## src/rtl/intersection_phase_scheduler.sv

```systemverilog
// Two-road intersection phase sequencer with pedestrian walk phase and emergency preemption.
// Phase timing advances on the external tick strobe; all outputs are registered.
module intersection_phase_scheduler #(
    parameter int MAIN_GREEN = 15,
    parameter int AUX_GREEN  = 7,
    parameter int YELLOW     = 3,
    parameter int ALL_RED    = 1,
    parameter int PED_WALK   = 6,
    parameter int CNT_W      = 5
) (
    input  logic             clk,
    input  logic             RST_n,
    input  logic             tick,
    input  logic             ped_req,
    output logic             ped_ack,
    input  logic             emg_req,
    input  logic             emg_dir,
    output logic             emg_active,
    output logic [2:0]       light_main,
    output logic [2:0]       light_aux,
    output logic             walk,
    output logic [CNT_W-1:0] phase_cnt
);

    // state  | meaning
    // MAIN_G | main green, aux red
    // MAIN_Y | main yellow, aux red
    // ALL_R1 | clearance before aux green
    // AUX_G  | aux green, main red
    // AUX_Y  | aux yellow, main red
    // ALL_R2 | clearance before main green or walk
    // PED    | both red, walk lamp on
    typedef enum logic [2:0] {
        MAIN_G = 3'd0,
        MAIN_Y = 3'd1,
        ALL_R1 = 3'd2,
        AUX_G  = 3'd3,
        AUX_Y  = 3'd4,
        ALL_R2 = 3'd5,
        PED    = 3'd6
    } state_t;

    localparam logic [2:0] LAMP_G = 3'b100;
    localparam logic [2:0] LAMP_Y = 3'b010;
    localparam logic [2:0] LAMP_R = 3'b001;

    state_t           state, state_nxt, seq_nxt, emg_green, emg_other;
    logic [CNT_W-1:0] cnt_nxt;
    logic             pend_nxt, ped_pending;
    logic             hold, phase_end, legal;

    function automatic logic [CNT_W-1:0] dur(input state_t s);
        case (s)
            MAIN_G:          dur = CNT_W'(MAIN_GREEN);
            AUX_G:           dur = CNT_W'(AUX_GREEN);
            MAIN_Y, AUX_Y:   dur = CNT_W'(YELLOW);
            ALL_R1, ALL_R2:  dur = CNT_W'(ALL_RED);
            PED:             dur = CNT_W'(PED_WALK);
            default:         dur = CNT_W'(MAIN_GREEN);
        endcase
    endfunction

    function automatic logic [2:0] lamp_main(input state_t s);
        case (s)
            MAIN_G:  lamp_main = LAMP_G;
            MAIN_Y:  lamp_main = LAMP_Y;
            default: lamp_main = LAMP_R;
        endcase
    endfunction

    function automatic logic [2:0] lamp_aux(input state_t s);
        case (s)
            AUX_G:   lamp_aux = LAMP_G;
            AUX_Y:   lamp_aux = LAMP_Y;
            default: lamp_aux = LAMP_R;
        endcase
    endfunction

    always_comb begin
        state_nxt = state;
        cnt_nxt   = phase_cnt;
        pend_nxt  = ped_pending | ped_req;
        emg_green = emg_dir ? AUX_G : MAIN_G;
        emg_other = emg_dir ? MAIN_G : AUX_G;
        legal     = (state <= PED);
        // While the preempted road is green the counter is frozen.
        hold      = emg_req && (state == emg_green);
        phase_end = tick && !hold &&
                    ((phase_cnt == CNT_W'(1)) ||
                     (emg_req && ((state == emg_other) || (state == PED))));

        case (state)
            MAIN_G:  seq_nxt = MAIN_Y;
            MAIN_Y:  seq_nxt = ALL_R1;
            ALL_R1:  seq_nxt = emg_req ? emg_green : AUX_G;
            AUX_G:   seq_nxt = AUX_Y;
            AUX_Y:   seq_nxt = ALL_R2;
            ALL_R2:  seq_nxt = emg_req ? emg_green : (pend_nxt ? PED : MAIN_G);
            PED:     seq_nxt = emg_req ? emg_green : MAIN_G;
            default: seq_nxt = MAIN_G;
        endcase

        if (!legal) begin
            state_nxt = MAIN_G;
            cnt_nxt   = dur(MAIN_G);
        end else if (phase_end) begin
            state_nxt = seq_nxt;
            cnt_nxt   = dur(seq_nxt);
            if (seq_nxt == PED)
                pend_nxt = 1'b0;
        end else if (tick && !hold) begin
            cnt_nxt = phase_cnt - CNT_W'(1);
        end
    end

    always_ff @(posedge clk or negedge RST_n) begin
        if (!RST_n) begin
            state       <= MAIN_G;
            phase_cnt   <= CNT_W'(MAIN_GREEN);
            ped_pending <= 1'b0;
            ped_ack     <= 1'b0;
            emg_active  <= 1'b0;
            light_main  <= LAMP_G;
            light_aux   <= LAMP_R;
            walk        <= 1'b0;
        end else begin
            state       <= state_nxt;
            phase_cnt   <= cnt_nxt;
            ped_pending <= pend_nxt;
            ped_ack     <= ped_req & ~ped_pending;
            emg_active  <= emg_req && (state_nxt == emg_green);
            light_main  <= lamp_main(state_nxt);
            light_aux   <= lamp_aux(state_nxt);
            walk        <= (state_nxt == PED);
        end
    end

endmodule

```

## config.mk

```make
export PLATFORM = sky130hd
export DESIGN_NAME = intersection_phase_scheduler
export DESIGN_NICKNAME = d
export VERILOG_FILES = /design/src/rtl/intersection_phase_scheduler.sv
export SDC_FILE = /design/constraint.sdc
export NUM_CORES = 1
export LEC_CHECK = 0
export BUFFER_PORTS_ARGS = -buffer_cell sky130_fd_sc_hd__buf_4
export CAP_MARGIN = 25
export CORE_AREA = 2 2 47 66
export CTS_CLUSTER_DIAMETER = 60
export CTS_CLUSTER_SIZE = 20
export DETAILED_ROUTE_END_ITERATION = 10
export DIE_AREA = 0 0 49 68
export HOLD_SLACK_MARGIN = 0.1
export PLACE_DENSITY_LB_ADDON = 0.1
export SLEW_MARGIN = 10
export SYNTH_ARGS = -nofsm -noshare
export SYNTH_HDL_FRONTEND = slang
export SYNTH_SLANG_ARGS = --single-unit
```

## constraint.sdc

```tcl
create_clock -name clk -period 4.5 [get_ports clk]
set_clock_uncertainty 0.05 [all_clocks]
set_input_delay 0.45 -clock clk [delete_from_list [all_inputs] [get_ports clk]]
set_output_delay 0.45 -clock clk [all_outputs]
set_load 0.1 [all_outputs]
```

==> results.md <==
- Crit path DAT: 2.53 ns
- Sum Neg Setup Slack: 0 ns
- Most common cell after layout, fill and taps aside: buf_4
- First-pass GRT wire length: 5020 um
- Max-cap viol count: 0
- CP cell instances: or3b_1, a211oi_2, o211ai_4, mux2i_1, nor3_1, a21oi_1
- Mapped Cells: 135
- RSZ-0062 raised after global routing: no
- First-pass DRT Iterations: 4
- Post-Route WL: 3000 um
- Routed WL per cell: 15.9 um
- Post-synth EDFFs: 0
- Initial antenna violation count: 0
- Crit share post-route: 53.1%
- Post-DP HPWL: 2240 um
- Vert. Die Dim: 68 um
- Syn Std Cell Area: 1190 um2
- Layout Cells excl Fill: 189
- Row count: 23
- Fmax: 419 MHz
- Hold_buf cts: 1
- Final-report max-slew violation count: 0
- Worst slew pin tran: 0.721 ns
- Syn Area/Cell: 8.80 um2
- FF-to-FF path depth: 6
- Skew-Pair Late Insertion Delay: 0.26 ns
- H-tree depth: 1
- Distinct cells, synth: 44
- Post_cts resized: 0
- DR vias: 1110
- Most frequent cells in the layout: buf_4 (19), nand2_1 (13), o21ai_0 (12), dfrtp_1 (12), a21oi_1 (11)
- Placed insts: 184
- Critical Path Fanout Max: 25
- Flop-to-flop setup slack: 2.11 ns
- Worst Path Required: 4.64 ns
- Ys flop type: dfrtp_1
- LEAKAGE: 0.608 nW
- Pin count of the biggest net entering global routing: 26
- Crit path capture type: flop
- Worst hold path startpoint: ped_req
- Hold endpoint: ped_pending
- Mapped Nets: 143
- HP Class: in2reg
- Rel. slew slack: 51.9%
- Nets: 161
- Initial DRC Count: 35
- Die span in x: 49 um
- FFs w/ async S/R, synth: 100%
- Layout cells sized above 1: 25.7%
- Outcome: complete, no violations
- Die area: 3330 um2
- Sequential fraction of the synthesis area: 38.6%
- CTS tree: done
- Number of global-route vias before repair: 1040
- Number of CTS-inserted buffers: 3
- Synth-to-Final Area Change: 19.1%
- Final hold violations: 0
- Worst R2R Start: state[1]
- Max stage delay cell, worst path: dfrtp_1
- Pwr Density: 830 nW/um2
- Placer Congestion: 0.876
- I/O pins: 20
- Design Area, Final: 1410 um2
- Number of remaining DRC errors: 0
- Sink Count: 18
- Startpoint class of the critical path: flop
- VDD IR-drop max: 0.000472 V
- Synth area leaders: dfrtp_1 (25%), dfstp_2 (13%), o21ai_0 (5.1%), a21oi_1 (4.6%), nand2_1 (4.1%)
- Antenna Nets Post-Route: 0
- GR Overflow Total: 0
- PortBufs: 19
- Flops & latches, synth: 18
- Starting Density: 42.5%
- Total Routing Usage GR: 20.0%
- Cell taking the most area after synthesis: dfrtp_1
- Clock transition at the register clock pins on the worst setup and hold paths after CTS: 0.08 ns
- Vias/cell: 5.87
- Crit path largest cell delay: 0.63 ns
- Area fraction of the dominant cell type after synthesis: 25.3%
- Number of setup violations in the final report: 0
- # fillers: 277
- Ys Warns: 0
- Inserted Diodes: 0
- Post-DP Area: 1350 um2
- Core area: 2790 um2
- Setup Buffers After CTS: 0
- Final core occ: 50.6%
- CTS max path bufs: 2
- Tmin final: 2.39 ns
- Hold path cells: 2
- Critical path type: reg2reg
- Root Buffer: clkbuf_8
- R2r endpoint: light_aux[0]
-- cell usage after synthesis (2+ instances only) --
cell      instances
a21oi_1          11
a31oi_1           4
clkbuf_1          6
dfrtp_1          12
dfstp_2           6
ha_1              2
inv_1             8
mux2i_1           2
nand2_1          13
nand2b_1          3
nand3_1           7
nor2_1            9
nor2b_1           2
nor3_1            7
o21ai_0          12
o21bai_1          2
o221ai_1          2
-- report_power, final --
part | switching, mW | internal (mW) | leakage [nW]
clock | 0.0574 | 0.0779 | 0.0288
sequential | 0.0887 | 0.234 | 0.211
combinational | 0.524 | 0.192 | 0.368
-- state kept, by name, summed over array words and instances, names as in the netlist --
register,cells
light_main,3
ped_pending,1
state,3
phase_cnt,5
walk,1
ped_ack,1
emg_active,1
light_aux,3
-- worst max-delay path by stage --
stage | start | endpoint | depth (start not counted)
floorplan | phase_cnt[1] | emg_active | 7
finish | state[1] | light_aux[0] | 6
global route | state[1] | light_aux[0] | 6
CTS | state[0] | light_main[1] | 6
global placement | state[1] | light_main[2] | 7
detailed placement | state[1] | light_main[1] | 6
-- stage by stage --
| stage | total power [mW] | setup slack, ns | hold slack (ns) |
|---|---|---|---|
| after floorplan | 0.893 | 2.05 | 0.104 |
| after global routing | 1.24 | 1.95 | 0.405 |
| after detailed placement | 1.04 | 2.15 | 0.281 |
| after global placement | 1.03 | 2.17 | 0.281 |
| after CTS | 1.17 | 2.14 | 0.406 |
| final | 1.17 | 2.11 | 0.404 |
-- layer usage --
layer,vias up,global-route usage (%),wire length (um)
met1,525,22.0,1240
met4,0,13.2,132
li1,530,-,-
met5,-,0,0
met3,11,3.28,128
met2,44,36.1,1500
-- logic make-up (layout without fill, tap and decap cells) --
kind of cell / count (synthesis) / after routing / synth area share [%]
AND/OR/NAND/NOR: 50 / 50 / 21.4
AO/OA/AOI/OAI: 47 / 47 / 30.7
flip-flops: 18 / 18 / 38.6
buffers and inverters: 15 / 32 / 4.85
adder cells (fa/ha/maj): 2 / 2 / 2.11
multiplexers: 2 / 2 / 1.69
XOR/XNOR: 1 / 1 / 0.738
-- critical path, delay by kind of cell, from the launching register on --
family / cells / cell delay [ns]
AO/OA/AOI/OAI: 3 / 0.70
flip-flops: 1 / 0.63
multiplexers: 1 / 0.33
AND/OR/NAND/NOR: 2 / 0.58
-- cell type report --
cell class	instances	area, um2	area share, %
multi-input combinational	102	672	47.5
sequential	18	458	32.4
timing repair buffer	20	153	10.8
clock buffer	4	55.1	3.89
tap	37	46.3	3.27
inverter	8	30.0	2.12
(Power assumes the default switching activity.)
